`config.mk`:
```
export PLATFORM = sky130hd
export DESIGN_NAME = reg_wb_ctrl_flat
export DESIGN_NICKNAME = d
export VERILOG_FILES = /design/src/rtl/reg_wb_ctrl_if.sv /design/src/rtl/reg_wb_ctrl.sv /design/src/flat_wrapper.sv
export SDC_FILE = /design/constraint.sdc
export NUM_CORES = 1
export LEC_CHECK = 0
export ABC_AREA = 1
export BUFFER_PORTS_ARGS = -buffer_cell sky130_fd_sc_hd__buf_2
export CAP_MARGIN = 20
export CORE_AREA = 2 2 230 232
export CTS_CLUSTER_DIAMETER = 30
export CTS_CLUSTER_SIZE = 12
export DETAILED_ROUTE_END_ITERATION = 12
export DIE_AREA = 0 0 232 234
export SYNTH_ARGS = -nofsm -noshare
export SYNTH_HDL_FRONTEND = slang
export SYNTH_SLANG_ARGS = --single-unit
```
`constraint.sdc`:
```
create_clock -name clk -period 4.75 [get_ports clk]
set_input_delay 0.2375 -clock clk [delete_from_list [all_inputs] [get_ports clk]]
set_output_delay 0.2375 -clock clk [all_outputs]
set_load 0.005 [all_outputs]
```
`src/rtl/reg_wb_ctrl_if.sv`:
```
// Writeback bus between the result producers (LSU, ALU), the register file
// write port and the operand bypass lookup.
interface reg_wb_ctrl_if;
  logic        lsu_valid;
  logic [4:0]  lsu_rd;
  logic [31:0] lsu_data;
  logic        lsu_ready;
  logic        alu_valid;
  logic [4:0]  alu_rd;
  logic [31:0] alu_data;
  logic        alu_ready;
  logic        rf_we;
  logic [4:0]  rf_waddr;
  logic [31:0] rf_wdata;
  logic [4:0]  fwd_raddr1;
  logic [4:0]  fwd_raddr2;
  logic        fwd_hit1;
  logic [31:0] fwd_data1;
  logic        fwd_hit2;
  logic [31:0] fwd_data2;
  logic        busy;

  modport master (
    output lsu_valid, lsu_rd, lsu_data, alu_valid, alu_rd, alu_data,
           fwd_raddr1, fwd_raddr2,
    input  lsu_ready, alu_ready, rf_we, rf_waddr, rf_wdata,
           fwd_hit1, fwd_data1, fwd_hit2, fwd_data2, busy
  );

  modport slave (
    input  lsu_valid, lsu_rd, lsu_data, alu_valid, alu_rd, alu_data,
           fwd_raddr1, fwd_raddr2,
    output lsu_ready, alu_ready, rf_we, rf_waddr, rf_wdata,
           fwd_hit1, fwd_data1, fwd_hit2, fwd_data2, busy
  );
endinterface

```
`src/rtl/reg_wb_ctrl.sv`:
```
// Writeback queue: merges LSU and ALU results into one register-file write
// port in acceptance order, with a combinational bypass of pending writes.
module reg_wb_ctrl #(
  parameter int DEPTH = 4
) (
  input  logic         clk,
  input  logic         rst_n,
  reg_wb_ctrl_if.slave bus
);
  localparam int AW = (DEPTH > 1) ? $clog2(DEPTH) : 1;
  localparam int CW = $clog2(DEPTH + 1);

  typedef logic [AW-1:0] ptr_t;
  typedef logic [CW-1:0] cnt_t;

  logic [4:0]  q_rd   [DEPTH];
  logic [31:0] q_data [DEPTH];
  ptr_t        wr_ptr;
  ptr_t        rd_ptr;
  cnt_t        count;
  cnt_t        space;
  ptr_t        alu_slot;
  logic        lsu_push;
  logic        alu_push;
  logic        pop;
  logic        rf_we_q;
  logic [4:0]  rf_waddr_q;
  logic [31:0] rf_wdata_q;

  // Readiness depends only on the registered count, so a same-edge pop never
  // frees space for a producer.
  assign space         = cnt_t'(DEPTH) - count;
  assign bus.lsu_ready = (space >= cnt_t'(1));
  assign bus.alu_ready = (space >= cnt_t'(2)) || ((space >= cnt_t'(1)) && !bus.lsu_valid);

  // Writes to x0 are accepted but dropped here.
  assign lsu_push = bus.lsu_valid && bus.lsu_ready && (bus.lsu_rd != 5'd0);
  assign alu_push = bus.alu_valid && bus.alu_ready && (bus.alu_rd != 5'd0);
  assign pop      = (count != cnt_t'(0));
  assign alu_slot = wr_ptr + ptr_t'(lsu_push);

  // Queue storage; LSU takes the tail slot first, ALU the one after it.
  always_ff @(posedge clk) begin
    if (lsu_push) begin
      q_rd[wr_ptr]   <= bus.lsu_rd;
      q_data[wr_ptr] <= bus.lsu_data;
    end
    if (alu_push) begin
      q_rd[alu_slot]   <= bus.alu_rd;
      q_data[alu_slot] <= bus.alu_data;
    end
  end

  // Pointer and occupancy bookkeeping: up to two pushes and one pop per edge.
  always_ff @(posedge clk or negedge rst_n) begin
    if (!rst_n) begin
      wr_ptr <= '0;
      rd_ptr <= '0;
      count  <= '0;
    end else begin
      wr_ptr <= wr_ptr + ptr_t'(lsu_push) + ptr_t'(alu_push);
      rd_ptr <= rd_ptr + ptr_t'(pop);
      count  <= count + cnt_t'(lsu_push) + cnt_t'(alu_push) - cnt_t'(pop);
    end
  end

  // Register-file output stage: head of queue moves out every non-empty edge.
  always_ff @(posedge clk or negedge rst_n) begin
    if (!rst_n) begin
      rf_we_q    <= 1'b0;
      rf_waddr_q <= '0;
      rf_wdata_q <= '0;
    end else if (pop) begin
      rf_we_q    <= 1'b1;
      rf_waddr_q <= q_rd[rd_ptr];
      rf_wdata_q <= q_data[rd_ptr];
    end else begin
      rf_we_q    <= 1'b0;
    end
  end

  assign bus.rf_we    = rf_we_q;
  assign bus.rf_waddr = rf_waddr_q;
  assign bus.rf_wdata = rf_wdata_q;
  assign bus.busy     = pop || rf_we_q;

  // Bypass search from oldest (output stage) to youngest queue entry, so the
  // last match seen is the newest pending value for that register.
  function automatic logic [32:0] fwd_lookup(input logic [4:0] addr);
    logic        hit;
    logic [31:0] data;
    ptr_t        idx;
    hit  = 1'b0;
    data = '0;
    if (addr != 5'd0) begin
      if (rf_we_q && (rf_waddr_q == addr)) begin
        hit  = 1'b1;
        data = rf_wdata_q;
      end
      for (int i = 0; i < DEPTH; i++) begin
        idx = rd_ptr + ptr_t'(i);
        if ((cnt_t'(i) < count) && (q_rd[idx] == addr)) begin
          hit  = 1'b1;
          data = q_data[idx];
        end
      end
    end
    return {hit, data};
  endfunction

  assign {bus.fwd_hit1, bus.fwd_data1} = fwd_lookup(bus.fwd_raddr1);
  assign {bus.fwd_hit2, bus.fwd_data2} = fwd_lookup(bus.fwd_raddr2);
endmodule

```
`src/flat_wrapper.sv`:
```
// flat-port wrapper written by rule: the top's interface ports become plain ports
module reg_wb_ctrl_flat 
#(
  parameter int DEPTH = 4
)
  (clk, rst_n, bus_lsu_valid, bus_lsu_rd, bus_lsu_data, bus_alu_valid, bus_alu_rd, bus_alu_data, bus_fwd_raddr1, bus_fwd_raddr2, bus_lsu_ready, bus_alu_ready, bus_rf_we, bus_rf_waddr, bus_rf_wdata, bus_fwd_hit1, bus_fwd_data1, bus_fwd_hit2, bus_fwd_data2, bus_busy);
  reg_wb_ctrl_if bus_i ();
  input  logic clk;
  input  logic rst_n;
  input wire logic [$bits(bus_i.lsu_valid)-1:0] bus_lsu_valid;
  input wire logic [$bits(bus_i.lsu_rd)-1:0] bus_lsu_rd;
  input wire logic [$bits(bus_i.lsu_data)-1:0] bus_lsu_data;
  input wire logic [$bits(bus_i.alu_valid)-1:0] bus_alu_valid;
  input wire logic [$bits(bus_i.alu_rd)-1:0] bus_alu_rd;
  input wire logic [$bits(bus_i.alu_data)-1:0] bus_alu_data;
  input wire logic [$bits(bus_i.fwd_raddr1)-1:0] bus_fwd_raddr1;
  input wire logic [$bits(bus_i.fwd_raddr2)-1:0] bus_fwd_raddr2;
  output wire logic [$bits(bus_i.lsu_ready)-1:0] bus_lsu_ready;
  output wire logic [$bits(bus_i.alu_ready)-1:0] bus_alu_ready;
  output wire logic [$bits(bus_i.rf_we)-1:0] bus_rf_we;
  output wire logic [$bits(bus_i.rf_waddr)-1:0] bus_rf_waddr;
  output wire logic [$bits(bus_i.rf_wdata)-1:0] bus_rf_wdata;
  output wire logic [$bits(bus_i.fwd_hit1)-1:0] bus_fwd_hit1;
  output wire logic [$bits(bus_i.fwd_data1)-1:0] bus_fwd_data1;
  output wire logic [$bits(bus_i.fwd_hit2)-1:0] bus_fwd_hit2;
  output wire logic [$bits(bus_i.fwd_data2)-1:0] bus_fwd_data2;
  output wire logic [$bits(bus_i.busy)-1:0] bus_busy;
  assign bus_i.lsu_valid = bus_lsu_valid;
  assign bus_i.lsu_rd = bus_lsu_rd;
  assign bus_i.lsu_data = bus_lsu_data;
  assign bus_i.alu_valid = bus_alu_valid;
  assign bus_i.alu_rd = bus_alu_rd;
  assign bus_i.alu_data = bus_alu_data;
  assign bus_i.fwd_raddr1 = bus_fwd_raddr1;
  assign bus_i.fwd_raddr2 = bus_fwd_raddr2;
  assign bus_lsu_ready = bus_i.lsu_ready;
  assign bus_alu_ready = bus_i.alu_ready;
  assign bus_rf_we = bus_i.rf_we;
  assign bus_rf_waddr = bus_i.rf_waddr;
  assign bus_rf_wdata = bus_i.rf_wdata;
  assign bus_fwd_hit1 = bus_i.fwd_hit1;
  assign bus_fwd_data1 = bus_i.fwd_data1;
  assign bus_fwd_hit2 = bus_i.fwd_hit2;
  assign bus_fwd_data2 = bus_i.fwd_data2;
  assign bus_busy = bus_i.busy;
  reg_wb_ctrl #(.DEPTH(DEPTH)) u_core (.clk(clk), .rst_n(rst_n), .bus(bus_i));
endmodule
```
==> results.md <==
Yosys:
- The number of library cell types mapped by synthesis is 35.
- After synthesis the netlist holds a flip-flop and latch count of between 150 and 200.
- In this run the cell area of the synthesized design comes to approximately 16000 sq um.
- During synthesis, Yosys emitted a total of 0 warnings.
- The post-synthesis sequential area ratio is 0.350.
- When the netlist entered floorplanning its net count stood at between 2000 and 3000.
- Synthesis handed over a netlist of 2514 instances.
- The synthesized area per cell is about 6.3 sq um.

Placement:
- Input and output buffers added on the ports amount to around 190.
- The half-perimeter wire length of the detailed placement result is between 40 and 50 mm.
- In this run, placement finished with an instance count of ~3200.
- Routability-driven placement finished with a final weighted congestion of a little under 1.

Clock network:
- TritonCTS built the clock tree.
- CTS placed an instance of sky130_fd_sc_hd__clkbuf_16 at the clock tree root.
- The buffer levels on the longest clock path is 2.
- The clock sink count is between 150 and 200.
- The latest clock arrival within the worst-skew pair is 470 ps.
- Clock tree synthesis inserted a total of 17 buffers.
- Clock-pin slew was measured on the worst setup and hold paths at 90 ps.
- The H-tree was split into 4 levels.

Global routing:
- The via count of the first global-routing pass is between 10000 and 15000.
- The total routing usage reported by global routing is 0.201.
- The first global-routing pass estimated roughly 85 mm of wire.
- The largest net degree at the start of global routing is about 130.
- The total overflow left after global routing is 0.
- The number of antenna violations at the first check in global routing came to 17.

STA:
- The post-layout minimum cycle time is about 4300 ps.
- The share of the clock period used by the worst path is 0.897.
- The final worst clock skew is ~11 ps.
- The actual slew at the worst max-slew pin is 1040 ps.
- Setup repair after global routing left no endpoint under its margin.
- Final hold analysis gives a worst-case slack of 92.3 ps.
- The count of final max-slew check failures is 0.
- The final-report hold violation count came to 0.
- The highest attainable clock frequency is roughly 0.23 GHz.
- The final-layout setup total negative slack is 0 ps.
- The headroom to the max-slew limit is 0.309.
- The final count of negative-setup-slack endpoints is 0.

Detailed routing:
- The number of design-rule violations left by the first detailed-router iteration is between 1500 and 2000.
- The mean number of vias per cell is a little under 5.
- Across all layers, the routed design uses 16221 vias.
- The detailed-routing iteration count for the pre-antenna-repair pass is 8.
- The total detailed-routing wirelength is roughly 55 mm.
- The count of unresolved DRC violations after routing is 0.
- Once detail routing completed, the nets flagged for antenna violations numbered 0.
- The per-cell routed wire length is 16.8 microns.

Floorplan:
- In this run the count of I/O pins placed on the die edge is a little under 200.
- The placeable core region is around 52000 sq um.
- The initial core utilization is 0.306.
- The number of rows in the core area is 84.
- The die footprint is 54300 sq um.
- The chip height is approximately 230 microns.
- The floorplan step set the die width to between 200 and 250 microns.

Setup path:
- Along the worst path, the maximum fanout reaches 64.
- The delay contributed by the slowest stage of the critical path is approximately 750 ps.
- The worst-case register-to-register setup slack is ~1100 ps.
- The slowest stage of the critical path is the sky130_fd_sc_hd__dfrtp_4 cell.
- The cell seen most often among critical-path stages is sky130_fd_sc_hd__nand2_1.
- The launching element type of the critical path is a flip-flop.
- The critical path is of the flip-flop to output pin type.
- For the worst setup path, the data required time is ~4500 ps.
- The worst register-to-register path ends at u_core.q_data[2][15].
- The worst reg2reg path depth is 14.
- At the worst endpoint, the arrival time is 4020 ps.
- The cell family with the largest share of critical-path delay is buffers and inverters.
- STA classifies the critical path endpoint as an output pin.
- The critical path goes through clkinv_2 > nand2_1 > nand2_1 > buf_4 > nand2_1 > nand3_1 > nand2_1 > nor2_1 > nand3_2 > buf_4 > or2_1 > nand3_1 > a21oi_1 > buf_2.
- Counting both buffers and inverters, the worst setup path holds a total of 4.
- The reg-to-reg startpoint is u_core.count[0].

Finish:
- The sequential cell area is 5580 sq um.
- The filler cells instantiated in the layout total ~5500.
- The filler-free cell count of the finished design is approximately 3300.
- The total area of multi-input combinational cells is approximately 8700 sq um.
- The area growth from synthesis to layout is 12.8%.
- For this run, the post-layout net count is 2680.
- The ratio of cells with drive above 1 in the final layout is 0.115.

Run:
- The total of max-cap violations is 0.

Hold path:
- Counting instances, the worst hold path has a depth of 3.
- The type of the tightest min-delay check is primary input to flip-flop.
- The worst hold path begins at bus_lsu_data[7].
- The end point of the most critical hold path is u_core.q_data[2][7].

Pwr:
- Overall power consumption after layout is estimated at approximately 14 mW.
- VDD sags by at most 427 uV.
- Power spread over the standard cell area amounts to ~790 nW/um^2.
- Summed over all cells, the static leakage comes to about 8.6 nW.

Run status:
- The flow ran to the end, and the final reports show no timing, DRC or antenna violations.
## power by group
| part | internal [mW] | switching [mW] | total [mW] |
|---|---|---|---|
| sequential | 2.97 | 0.554 | 3.53 |
| clock | 0.778 | 0.802 | 1.58 |
| combinational | 2.58 | 6.58 | 9.16 |
| total | 6.33 | 7.93 | 14.3 |
## tightest hold or removal path, delay by kind of cell
family	cells	cell delay, ps
AO/OA/AOI/OAI	1	60
buffers and inverters	1	110
AND/OR/NAND/NOR	1	50
## cells in the final DEF (no fill, tap or decap), drive strengths merged, types with 3 or more instances in the layout
cell type  count
a21oi         70
buf          227
clkbuf        17
clkinv         9
dfrtp         45
diode          5
edfxtp       148
ha            10
inv          247
nand2        769
nand3        197
nand4         70
nor2         256
nor3           4
o21a           3
o21ai        456
o22ai          7
or2           33
xnor2          3
xor2          11
## state kept, by name (all words and copies together), names as in the netlist
| signal | cells |
|---|---|
| u_core.bus.rf_waddr | 5 |
| u_core.bus.rf_wdata | 32 |
| u_core.bus.rf_we | 1 |
| u_core.count | 3 |
| u_core.q_data | 128 |
| u_core.q_rd | 20 |
| u_core.rd_ptr | 2 |
| u_core.wr_ptr | 2 |
## what timing repair did
item | 4_1_cts | 5_1_grt
hold endpoints to repair | 45 | 0
setup buffers | 0 | 0
resized for setup | 0 | 0
hold buffers | 1 | 0
## metrics by stage
stage	cell area (sq um)	utilization	worst slack (ps)
2_1_floorplan	15900	-	241
3_3_place_gp	17300	0.332	1110
3_5_place_dp	17300	0.332	1090
4_1_cts	17900	0.344	586
5_1_grt	17900	0.345	136
6_report	18000	0.345	491
## worst max path at each step
stage	start	end	slack, ps	cells past startpoint
2_1_floorplan	u_core.count[0]	u_core.q_data[2][0]	240	8
4_1_cts	u_core.rd_ptr[0]	bus_fwd_data2[24]	590	14
6_report	u_core.rd_ptr[0]	bus_fwd_data2[20]	490	14
5_1_grt	u_core.rd_ptr[0]	bus_fwd_data2[26]	140	11
3_3_place_gp	u_core.rd_ptr[0]	bus_fwd_data2[20]	1110	14
3_5_place_dp	u_core.rd_ptr[0]	bus_fwd_data2[24]	1090	14
## logic make-up after synthesis
group / synth area share
xor+xnor: 0.00771
mux: 0.00126
buf+inv: 0.109
flops: 0.350
fa+ha+maj: 0.0104
compound gates: 0.172
simple gates: 0.350
## layer usage
metal	GRT usage	up-vias	part of all wire
met2	0.245	692	0.36
met4	0.0631	24	0.027
li1	-	8341	-
met1	0.333	7077	0.53
met5	0	-	0.0029
met3	0.0445	87	0.085
## cell type report
class                      instances  area share
inverter                         242      0.0507
clock buffer                      17      0.0237
tap                              688      0.0479
timing repair buffer             228      0.0705
sequential                       193       0.311
clock inverter                    15      0.0120
antenna                            5    0.000697
multi-input combinational       1898       0.484
## cell usage after synthesis (all sizes together)
cell type  number  share of area
dfrtp          45          0.071
nor3            4         0.0013
clkbuf         97          0.023
nand3         197          0.063
mux2i           2         0.0013
xnor2           3         0.0017
o21a            3         0.0014
a21oi          70          0.022
nand2         769           0.18
or2            33          0.013
o22ai           7         0.0028
fa              2         0.0025
edfxtp        148           0.28
inv           240          0.057
ha             10         0.0079
o21ai         456           0.14
clkinv          2        0.00047
o31ai           2        0.00094
xor2           11         0.0061
nand3b          2        0.00094
buf            84          0.029
nor2          256          0.062
o211ai          1        0.00047
nand4          70          0.028
No activity file was read; power rests on OpenSTA's default activity.
